[config.mk]
export PLATFORM = sky130hd
export DESIGN_NAME = kbd_scan_decoder
export DESIGN_NICKNAME = d
export VERILOG_FILES = /design/src/rtl/kbd_pkg.sv /design/src/rtl/kbd_ascii_lut.sv /design/src/rtl/kbd_scan_decoder.sv
export SDC_FILE = /design/constraint.sdc
export NUM_CORES = 1
export LEC_CHECK = 0
export ABC_AREA = 1
export CAP_MARGIN = 25
export CELL_PAD_IN_SITES_DETAIL_PLACEMENT = 1
export CELL_PAD_IN_SITES_GLOBAL_PLACEMENT = 1
export CORE_MARGIN = 1.5
export CORE_UTILIZATION = 42
export DETAILED_ROUTE_END_ITERATION = 10
export GPL_TIMING_DRIVEN = 0
export PLACE_DENSITY = 0.9
export SLEW_MARGIN = 10
export SYNTH_ARGS = -nofsm -noshare
export SYNTH_HDL_FRONTEND = slang
export SYNTH_HIERARCHICAL = 1
export SYNTH_SLANG_ARGS = --single-unit
[constraint.sdc]
create_clock -name clk -period 4.3 [get_ports clk]
set_input_delay 1.29 -clock clk [delete_from_list [all_inputs] [get_ports clk]]
set_output_delay 1.29 -clock clk [all_outputs]
set_load 0.1 [all_outputs]
[src/rtl/kbd_pkg.sv]
// Shared constants and FSM encoding for the PS/2 scan-code decoder.
package kbd_pkg;

  localparam logic [7:0] KBD_BREAK  = 8'hF0;
  localparam logic [7:0] KBD_EXT    = 8'hE0;
  localparam logic [7:0] KBD_LSHIFT = 8'h12;
  localparam logic [7:0] KBD_RSHIFT = 8'h59;

  typedef enum logic [1:0] {
    ST_IDLE = 2'd0,
    ST_POP  = 2'd1,
    ST_GAP  = 2'd2
  } state_t;

endpackage

[src/rtl/kbd_ascii_lut.sv]
// Combinational PS/2 set-2 scan code to ASCII map; extended codes map to 0.
module kbd_ascii_lut (
  input  logic [7:0] code,
  input  logic       ext,
  input  logic       shift,
  output logic [7:0] ascii
);

  logic [7:0] lower;
  logic       is_letter;

  always_comb begin
    lower = 8'h00;
    case (code)
      8'h1C: lower = 8'h61;  8'h32: lower = 8'h62;  8'h21: lower = 8'h63;
      8'h23: lower = 8'h64;  8'h24: lower = 8'h65;  8'h2B: lower = 8'h66;
      8'h34: lower = 8'h67;  8'h33: lower = 8'h68;  8'h43: lower = 8'h69;
      8'h3B: lower = 8'h6A;  8'h42: lower = 8'h6B;  8'h4B: lower = 8'h6C;
      8'h3A: lower = 8'h6D;  8'h31: lower = 8'h6E;  8'h44: lower = 8'h6F;
      8'h4D: lower = 8'h70;  8'h15: lower = 8'h71;  8'h2D: lower = 8'h72;
      8'h1B: lower = 8'h73;  8'h2C: lower = 8'h74;  8'h3C: lower = 8'h75;
      8'h2A: lower = 8'h76;  8'h1D: lower = 8'h77;  8'h22: lower = 8'h78;
      8'h35: lower = 8'h79;  8'h1A: lower = 8'h7A;
      8'h45: lower = 8'h30;  8'h16: lower = 8'h31;  8'h1E: lower = 8'h32;
      8'h26: lower = 8'h33;  8'h25: lower = 8'h34;  8'h2E: lower = 8'h35;
      8'h36: lower = 8'h36;  8'h3D: lower = 8'h37;  8'h3E: lower = 8'h38;
      8'h46: lower = 8'h39;
      8'h29: lower = 8'h20;
      8'h5A: lower = 8'h0D;
      default: lower = 8'h00;
    endcase
  end

  assign is_letter = (lower >= 8'h61) && (lower <= 8'h7A);

  always_comb begin
    ascii = lower;
    if (shift && is_letter)
      ascii = lower - 8'h20;
    if (ext)
      ascii = 8'h00;
  end

endmodule

[src/rtl/kbd_scan_decoder.sv]
// Pops PS/2 FIFO bytes and tracks the current held key, its ASCII and a press count.
// Optional build macro KBD_SHIFT_EN adds shift tracking for uppercase letters.
module kbd_scan_decoder
  import kbd_pkg::*;
#(
  parameter int CNT_W = 8
) (
  input  logic             clk,
  input  logic             rst,
  input  logic [7:0]       ps2_data,
  input  logic             ps2_ready,
  input  logic             ps2_overflow,
  output logic             ps2_nextdata_n,
  output logic             key_valid,
  output logic [7:0]       scan_code,
  output logic             ext_key,
  output logic [7:0]       ascii,
  output logic [CNT_W-1:0] press_cnt,
  output logic             ovf_flag
);

  state_t           state_reg, state_next;
  logic [7:0]       byte_reg, byte_next;
  logic             brk_reg, brk_next;
  logic             ext_reg, ext_next;
  logic             nd_reg, nd_next;
  logic             kv_reg, kv_next;
  logic [7:0]       code_reg, code_next;
  logic             extk_reg, extk_next;
  logic [7:0]       ascii_reg, ascii_next;
  logic [CNT_W-1:0] cnt_reg, cnt_next;
  logic             ovf_reg, ovf_next;
  logic             shift_cur;
  logic [7:0]       lut_ascii;
  logic             held_match;

`ifdef KBD_SHIFT_EN
  logic shift_reg, shift_next;
  logic is_shift;
  assign is_shift  = !ext_reg && ((byte_reg == KBD_LSHIFT) || (byte_reg == KBD_RSHIFT));
  assign shift_cur = shift_reg;
`else
  assign shift_cur = 1'b0;
`endif

  kbd_ascii_lut u_lut (
    .code  (byte_reg),
    .ext   (ext_reg),
    .shift (shift_cur),
    .ascii (lut_ascii)
  );

  assign held_match = kv_reg && (byte_reg == code_reg) && (ext_reg == extk_reg);

  always_comb begin
    state_next = state_reg;
    byte_next  = byte_reg;
    brk_next   = brk_reg;
    ext_next   = ext_reg;
    nd_next    = nd_reg;
    kv_next    = kv_reg;
    code_next  = code_reg;
    extk_next  = extk_reg;
    ascii_next = ascii_reg;
    cnt_next   = cnt_reg;
    ovf_next   = ovf_reg | ps2_overflow;
`ifdef KBD_SHIFT_EN
    shift_next = shift_reg;
`endif
    case (state_reg)
      ST_IDLE: begin
        if (ps2_ready) begin
          byte_next  = ps2_data;
          nd_next    = 1'b0;
          state_next = ST_POP;
        end
      end
      ST_POP: begin
        nd_next    = 1'b1;
        state_next = ST_GAP;
        if (byte_reg == KBD_BREAK) begin
          brk_next = 1'b1;
        end else if (byte_reg == KBD_EXT) begin
          ext_next = 1'b1;
`ifdef KBD_SHIFT_EN
        end else if (is_shift) begin
          shift_next = !brk_reg;
          brk_next   = 1'b0;
          ext_next   = 1'b0;
`endif
        end else if (brk_reg) begin
          // Breaks for anything but the held key are stale and dropped.
          if (held_match)
            kv_next = 1'b0;
          brk_next = 1'b0;
          ext_next = 1'b0;
        end else begin
          if (!held_match) begin
            kv_next    = 1'b1;
            code_next  = byte_reg;
            extk_next  = ext_reg;
            ascii_next = lut_ascii;
            cnt_next   = cnt_reg + 1'b1;
          end
          ext_next = 1'b0;
        end
      end
      ST_GAP:  state_next = ST_IDLE;
      default: state_next = ST_IDLE;
    endcase
  end

  always_ff @(posedge clk) begin
    if (rst) begin
      state_reg <= ST_IDLE;
      byte_reg  <= 8'h00;
      brk_reg   <= 1'b0;
      ext_reg   <= 1'b0;
      nd_reg    <= 1'b1;
      kv_reg    <= 1'b0;
      code_reg  <= 8'h00;
      extk_reg  <= 1'b0;
      ascii_reg <= 8'h00;
      cnt_reg   <= '0;
      ovf_reg   <= 1'b0;
`ifdef KBD_SHIFT_EN
      shift_reg <= 1'b0;
`endif
    end else begin
      state_reg <= state_next;
      byte_reg  <= byte_next;
      brk_reg   <= brk_next;
      ext_reg   <= ext_next;
      nd_reg    <= nd_next;
      kv_reg    <= kv_next;
      code_reg  <= code_next;
      extk_reg  <= extk_next;
      ascii_reg <= ascii_next;
      cnt_reg   <= cnt_next;
      ovf_reg   <= ovf_next;
`ifdef KBD_SHIFT_EN
      shift_reg <= shift_next;
`endif
    end
  end

  assign ps2_nextdata_n = nd_reg;
  assign key_valid      = kv_reg;
  assign scan_code      = code_reg;
  assign ext_key        = extk_reg;
  assign ascii          = ascii_reg;
  assign press_cnt      = cnt_reg;
  assign ovf_flag       = ovf_reg;

endmodule

==> flow_summary.json, run 1 <==
{
  "cts_buffer_depth": 2,
  "drc": 0,
  "grt_pass1_wl_um": 15340,
  "cts_tree": "built",
  "holdBufCountCts": 0,
  "post_drt_wl_per_cell_um": 15.85,
  "yosysTopAreaCell": "dfxtp_1",
  "routed_wl_um": 9069,
  "dr.pass1.iters": 4,
  "area_growth_pct": 21.04,
  "path_buf_inv": 1,
  "powerDensity_nw_per_um2": 351.2,
  "cp.arrival_ps": 1890,
  "synth-async-reset-ratio": 0,
  "outcome": "finished, final reports clean",
  "endpoint_kind": "primary output",
  "dp_hpwl_um": 6710,
  "drt_iter0_markers": 127,
  "rsz0062_at_grt": "false",
  "final_common_cell": "nand2_1",
  "cp_cell_sequence": "clkdlybuf4s50_1",
  "clk_latency_ps": 300,
  "finalCritPeriodShare": 0.7403,
  "synthesis.nets": 467,
  "die_y_um": 85.87,
  "p_leak_nw": 1.550,
  "crit_family": "buffers and inverters",
  "rrSetupSlack_ps": 1920,
  "ctsResizeCount": 0,
  "use_met3": 0.04042,
  "r2r-end": "ascii[5]",
  "crit_required_ps": 3010,
  "hold_class": "reg -> reg",
  "finalClockSkew_ps": 7.249,
  "preCtsSetupSlack_ps": 1442,
  "setup_viol_count_final": 0,
  "cp-endpoint": "press_cnt[6]",
  "tns_ps": 0,
  "num_vias": 3107,
  "num_rows": 30,
  "fmax_ghz": 0.3142,
  "synth-seq-cells": 40,
  "core_area_um2": 6719,
  "yosys_warnings": 6,
  "htree_levels": 2,
  "worst_pin_slew_ps": 981.5,
  "synth.top_cell.area_share": 0.2777,
  "start_kind": "flop",
  "multi_input_area_um2": 1759,
  "final_cell_mix": "nand2_1, nor2_1, nand3_1, dfxtp_1",
  "rr_worst_depth": 14,
  "overflow": 0,
  "drv_slew": 0,
  "grtUsageMet1": 0.3112,
  "layout_setup_ws_ps": 1117,
  "maxCapViolCount": 0,
  "fillers": 918,
  "grt_max_degree": 13,
  "initial_core_util": 0.4292,
  "ios": 40,
  "cts-root-buf": "clkbuf_8",
  "ys_types": 38,
  "final_nets": 512,
  "dieArea_um2": 7373,
  "crit_fanout": 5,
  "crit_type": "reg -> out",
  "path_clk_slew_ps": 80,
  "critPathMaxStageDelay_ps": 1170,
  "final_cells": 572,
  "synthesis.area_um2": 2884,
  "register_area_um2": 800.8,
  "gr-usage-all-layers": 0.2625,
  "synth_area_leaders": "dfxtp_1, nand2_1, nand3_1",
  "grt_pass1_vias": 3267,
  "cp-startpoint": "press_cnt[6]",
  "synthCells": 446,
  "port_buffers": 38,
  "antenna_found_initial": 0,
  "finalHoldViolCount": 0,
  "syn_avg_cell_area_um2": 6.466,
  "antenna_cells": 0,
  "viasPerCell": 5.432,
  "fin_util": 0.5196,
  "synth-seq-area-share": 0.2777,
  "busiest_layer": "met2",
  "post-route-min-period_ps": 3183,
  "cts.sinks": 40,
  "regToRegStartpoint": "byte_reg[0]",
  "drive_gt1_frac": 0.1402,
  "slowest_stage": "clkdlybuf4s50_1",
  "crit_cells": 1,
  "use_met2": 0.4817,
  "ant_nets": 0,
  "gp_congestion": 0.9349,
  "cts_setup_buffers": 0,
  "ir_worst_vdd_mv": 0.1922,
  "cts_buffers": 5,
  "synthFlopType": "dfxtp_1",
  "die_w_um": 85.87,
  "placed_cells": 564,
  "synth_edf_count": 0,
  "slew_headroom": 0.3436
}
[report_power, final]
group	leakage (nW)	internal, mW	switching, mW
Sequential	0.328	0.395	0.0337
Clock	0.0645	0.205	0.143
Combinational	1.16	0.139	0.311
[cell usage after synthesis (all sizes together) (6+ instances only)]
cell      n
nand2   128
nor2     83
nand3    46
inv      45
dfxtp    40
a21oi    28
o21ai    13
buf      12
nand3b   10
ha        9
nand4     8
clkbuf    6
xnor2     6
[worst min-delay path by stage]
stage | cells after the start | endpoint | from | slack [ps]
final | 1 | state_reg[1] | state_reg[1] | 470
after CTS | 1 | state_reg[1] | state_reg[1] | 480
after detailed placement | 1 | state_reg[1] | state_reg[1] | 470
after global routing | 1 | state_reg[1] | state_reg[1] | 490
after floorplan | 1 | state_reg[1] | state_reg[1] | 440
after global placement | 2 | ovf_flag | ovf_flag | 450
[final cells by class]
type                       instances  area share
tap                               80     0.02867
timing repair buffer              38      0.1090
clock buffer                       7     0.02760
sequential                        40      0.2294
multi-input combinational        343      0.5039
buffer                            18     0.04158
inverter                          45     0.05125
clock inverter                     1    0.008602
[logic make-up (layout without fill, tap and decap cells)]
kind of cell / count (synthesis) / count (layout) / synth area share
AO/OA/AOI/OAI: 46 / 46 / 0.08633
XOR/XNOR: 9 / 9 / 0.02733
adder cells (fa/ha/maj): 9 / 9 / 0.03905
buffers and inverters: 63 / 109 / 0.1124
flip-flops: 40 / 40 / 0.2777
other: 1 / 1 / 0.001300
AND/OR/NAND/NOR: 278 / 278 / 0.4560
[metrics by stage]
stage	power [mW]	hold WS, ps	instance area [um2]
2_1_floorplan	0.7701	443.8	2884
3_3_place_gp	0.8632	446.9	3364
3_5_place_dp	0.8804	469.7	3364
4_1_cts	1.232	481.6	3491
5_1_grt	1.291	489.3	3491
6_report	1.226	472.3	3491
[metal layers]
metal	vias up	wire [um]	part of all wire
met5	-	0	0
li1	1500	-	-
met3	13	242	0.027
met1	1536	3820	0.42
met2	58	4848	0.53
met4	0	157	0.017
No activity file was read; power rests on OpenSTA's default activity.
==> run 2, diff against run 1 <==
--- a/config.mk
+++ b/config.mk
@@ -10,10 +10,10 @@
 export CELL_PAD_IN_SITES_DETAIL_PLACEMENT = 1
 export CELL_PAD_IN_SITES_GLOBAL_PLACEMENT = 1
 export CORE_MARGIN = 1.5
-export CORE_UTILIZATION = 42
+export CORE_UTILIZATION = 35
 export DETAILED_ROUTE_END_ITERATION = 10
 export GPL_TIMING_DRIVEN = 0
-export PLACE_DENSITY = 0.9
+export PLACE_DENSITY = 0.8
 export SLEW_MARGIN = 10
 export SYNTH_ARGS = -nofsm -noshare
 export SYNTH_HDL_FRONTEND = slang
==> constraint.sdc (replaced) <==
create_clock -name clk -period 2.7 [get_ports clk]
set_input_delay 0.81 -clock clk [delete_from_list [all_inputs] [get_ports clk]]
set_output_delay 0.81 -clock clk [all_outputs]
set_load 0.1 [all_outputs]
==> flow_summary.json, run 2 (synthesis gave the netlist of run 1 again) <==
{
  "outcome": "finished, final reports clean",
  "drv_slew": 0,
  "ant_nets": 0,
  "htree_levels": 2,
  "viasPerCell": 4.956,
  "antenna_found_initial": 0,
  "finalClockSkew_ps": 6.348,
  "crit_type": "reg -> out",
  "rsz0062_at_grt": "false",
  "crit_fanout": 3,
  "drive_gt1_frac": 0.1365,
  "cts_buffer_depth": 2,
  "overflow": 0,
  "clk_latency_ps": 300,
  "cts-root-buf": "clkbuf_8",
  "tns_ps": 0,
  "ir_worst_vdd_mv": 0.2683,
  "drt_iter0_markers": 102,
  "cp.arrival_ps": 1850,
  "setup_viol_count_final": 0,
  "start_kind": "flop",
  "post_dp_cell_area_um2": 3392,
  "holdBufCountCts": 0,
  "area_growth_pct": 20.91,
  "cts_tree": "built",
  "finalCritPeriodShare": 0.9863,
  "endpoint_kind": "primary output",
  "core_area_um2": 7848,
  "fillers": 1085,
  "slew_headroom": 0.3465,
  "cp_cell_sequence": "clkdlybuf4s50_1",
  "rr_worst_depth": 14,
  "post_drt_wl_per_cell_um": 14.26,
  "port_buffers": 38,
  "initial_core_util": 0.3675,
  "crit_cells": 1,
  "path_buf_inv": 1,
  "final_nets": 512,
  "path_clk_slew_ps": 80,
  "grt_max_degree": 13,
  "crit_family": "buffers and inverters",
  "use_met2": 0.3744,
  "maxCapViolCount": 0,
  "critPathMaxStageDelay_ps": 1160,
  "slowest_stage": "clkdlybuf4s50_1",
  "final_cell_mix": "nand2_1, nor2_1, nand3_1, dfxtp_1, inv_1",
  "grt_pass1_wl_um": 14540,
  "cts_setup_buffers": 0,
  "hold_class": "reg -> reg",
  "drc": 0,
  "gr-usage-all-layers": 0.2080,
  "cts_buffers": 5,
  "finalHoldViolCount": 0,
  "fmax_ghz": 0.3755,
  "use_met3": 0.02913,
  "ios": 40,
  "routed_wl_um": 8456,
  "num_rows": 32,
  "dr.pass1.iters": 4,
  "fin_util": 0.4444,
  "final_area_um2": 3487,
  "grtUsageMet1": 0.2468,
  "crit_required_ps": 1890,
  "dieArea_um2": 8794,
  "num_vias": 2939,
  "die_y_um": 93.78,
  "grt_pass1_vias": 3118,
  "cts.sinks": 40,
  "layout_setup_ws_ps": 36.92,
  "power_mw": 1.768,
  "busiest_layer": "met2",
  "antenna_cells": 0,
  "p_leak_nw": 1.675,
  "final_common_cell": "nand2_1",
  "post-route-min-period_ps": 2663,
  "gp_congestion": 0.8864,
  "powerDensity_nw_per_um2": 507.0,
  "whs_path_depth": 1,
  "die_w_um": 93.78,
  "preCtsSetupSlack_ps": 322.4,
  "worst_pin_slew_ps": 978.6,
  "dp_hpwl_um": 6628
}
## run 2: cell count changes in the layout (fill, tap and decap cells not counted), sizes merged
cell and delta:
dlymetal6s2s +8, clkbuf -1, clkinv +1, dlygate4sd2 +2, bufinv -1, clkdlybuf4s50 -10
## run 2: path summary, 6_finish.rpt
path / startpoint / to / slack [ps]
max reg2reg: byte_reg[1] / ascii[5] / 290
min reg2reg: state_reg[1] / state_reg[1] / 480
min: state_reg[1] / state_reg[1] / 480
max: scan_code[3] / scan_code[3] / 40
## run 2: cell type report
type / instances / area, um2 / area share
Tap cell: 102 / 127.6 / 0.03660
Clock buffer: 6 / 72.57 / 0.02081
Sequential cell: 40 / 800.8 / 0.2296
Timing Repair Buffer: 38 / 397.9 / 0.1141
Clock inverter: 1 / 5.005 / 0.001435
Buffer: 18 / 145.1 / 0.04162
Inverter: 45 / 178.9 / 0.05131
Multi-Input combinational cell: 343 / 1759 / 0.5045
## run 2: stage by stage
stage                     hold WS, ps  std cells
after detailed placement        457.7        586
after global placement          448.5        586
after floorplan                 443.8        446
final                           475.6        593
after CTS                       480.3        593
after global routing            498.1        593
## run 2: layer usage
layer	part of all wire	wire, um	vias up
met5	0	0	-
met2	0.50	4220	47
li1	-	-	1500
met3	0.029	249	16
met4	0.024	204	0
met1	0.45	3782	1376
## run 2: what timing repair did
action	in CTS	in global routing
hold endpoints to repair	0	0
endpoints found under the setup margin	2	8
resized for setup	2	8
## run 2: where the power goes
group	internal, mW	switching (mW)	total, mW
clock network	0.176	0.211	0.387
logic	0.219	0.481	0.700
registers	0.629	0.0520	0.681
==> run 3, diff against run 2 <==
--- a/config.mk
+++ b/config.mk
@@ -12,7 +12,6 @@
 export CORE_MARGIN = 1.5
 export CORE_UTILIZATION = 35
 export DETAILED_ROUTE_END_ITERATION = 10
-export GPL_TIMING_DRIVEN = 0
 export PLACE_DENSITY = 0.8
 export SLEW_MARGIN = 10
 export SYNTH_ARGS = -nofsm -noshare
==> flow_summary.json, run 3 (synthesis gave the netlist of run 1 again) <==
{
  "min_from": "ovf_flag",
  "final_nets": 501,
  "maxCapViolCount": 0,
  "cp-endpoint": "ascii[5]",
  "fin_util": 0.4230,
  "drc": 0,
  "path_clk_slew_ps": 90,
  "gp_congestion": 0.9138,
  "tns_ps": 0,
  "dieArea_um2": 8794,
  "final_cell_mix": "nand2_1, nor2_1, nand3_1, dfxtp_1, inv_1",
  "powerDensity_nw_per_um2": 529.1,
  "path_common_cell": "nand2_1",
  "finalHoldViolCount": 0,
  "viasPerCell": 4.991,
  "final_common_cell": "nand2_1",
  "fmax_ghz": 0.4335,
  "drv_slew": 0,
  "cp.arrival_ps": 2550,
  "rsz0062_at_grt": "false",
  "cts_setup_buffers": 0,
  "ant_nets": 0,
  "dp_hpwl_um": 6116,
  "rrSetupSlack_ps": 390,
  "whs_path_depth": 2,
  "rr_worst_depth": 14,
  "dr.pass1.iters": 4,
  "ios": 40,
  "slew_headroom": 0.6137,
  "holdBufCountCts": 0,
  "gr-usage-all-layers": 0.1974,
  "cp-startpoint": "byte_reg[0]",
  "finalClockSkew_ps": 14.31,
  "ir_worst_vdd_mv": 0.2661,
  "num_vias": 2910,
  "ctsResizeCount": 0,
  "grt_max_degree": 26,
  "placed_cells": 575,
  "outcome": "finished, final reports clean",
  "hold_class": "reg -> reg",
  "r2r-end": "ascii[5]",
  "cts_buffer_depth": 2,
  "cts.sinks": 40,
  "cp_cell_sequence": "inv_1 > ha_1 > nand2_1 > nand2_1 > nand2_1 > nand2_1 > nand3_1 > nand2_1 > nand3_2 > or2_0 > a31oi_1 > nand3b_1 > nand2_1 > nor2_1",
  "routed_wl_um": 7992,
  "crit_cells": 14,
  "clk_latency_ps": 300,
  "htree_levels": 2,
  "core_area_um2": 7848,
  "num_rows": 32,
  "path_buf_inv": 1,
  "post-route-min-period_ps": 2307,
  "cts_buffers": 5,
  "grt_pass1_vias": 3046,
  "p_leak_nw": 1.542,
  "cts-root-buf": "clkbuf_8",
  "cts_tree": "built",
  "antenna_found_initial": 0,
  "crit_family": "simple AND/OR/NAND/NOR gates",
  "regToRegStartpoint": "byte_reg[0]",
  "slowest_stage": "dfxtp_1",
  "start_kind": "flop",
  "antenna_cells": 0,
  "post_drt_wl_per_cell_um": 13.71,
  "worst_pin_slew_ps": 577.9,
  "port_buffers": 39,
  "endpoint_kind": "flop",
  "critPathMaxStageDelay_ps": 520,
  "setup_viol_count_final": 0,
  "initial_core_util": 0.3675,
  "area_growth_pct": 15.10,
  "crit_required_ps": 2940,
  "finalCritPeriodShare": 0.8545,
  "overflow": 0,
  "die_y_um": 93.78,
  "post_dp_cell_area_um2": 3232,
  "grt_pass1_wl_um": 13910,
  "final_area_um2": 3319,
  "die_w_um": 93.78,
  "final_cells": 583,
  "crit_fanout": 8,
  "drt_iter0_markers": 86,
  "crit_type": "reg -> reg",
  "drive_gt1_frac": 0.1913
}
==> run 3: area by class of cell <==
cell class | count | area (um2)
fillers | 1080 | 4528
multi-input cells | 343 | 1759
flip-flops and latches | 40 | 800.8
repair buffers | 45 | 365.4
inverters | 45 | 178.9
well taps | 102 | 127.6
clock buffers | 5 | 68.82
clock inverters | 3 | 18.77
==> run 3: worst min path at each step <==
stage	to	slack [ps]
finish	ovf_flag	480
global route	ascii[1]	500
CTS	state_reg[1]	490
detailed placement	ovf_flag	470
global placement	state_reg[1]	450
floorplan	state_reg[1]	440
==> run 3: power by group <==
part	internal, mW	switching, mW
combinational	0.196	0.468
sequential	0.629	0.0551
clock	0.180	0.227
==> run 3: worst min-delay path: cells and delay by family (launching register included) <==
| family | cells | cell delay [ps] |
|---|---|---|
| flip-flops | 1 | 330 |
| AND/OR/NAND/NOR | 2 | 120 |
==> run 3: layer usage <==
layer,track usage,vias to the layer above,wire length (um)
li1,-,1484,-
met1,0.2351,1370,3577
met2,0.3611,47,4074
met3,0.03074,9,240
met4,0.05970,0,101
met5,0,-,0
==> run 3: per-stage QoR <==
step / worst slack [ps] / power, mW / hold slack, ps
global placement: 528.0 / 1.349 / 451.7
CTS: 410.0 / 1.777 / 485.3
finish: 393.0 / 1.756 / 483.3
global route: 159.5 / 1.875 / 503.7
floorplan: 576.8 / 1.226 / 443.8
detailed placement: 441.8 / 1.366 / 469.8
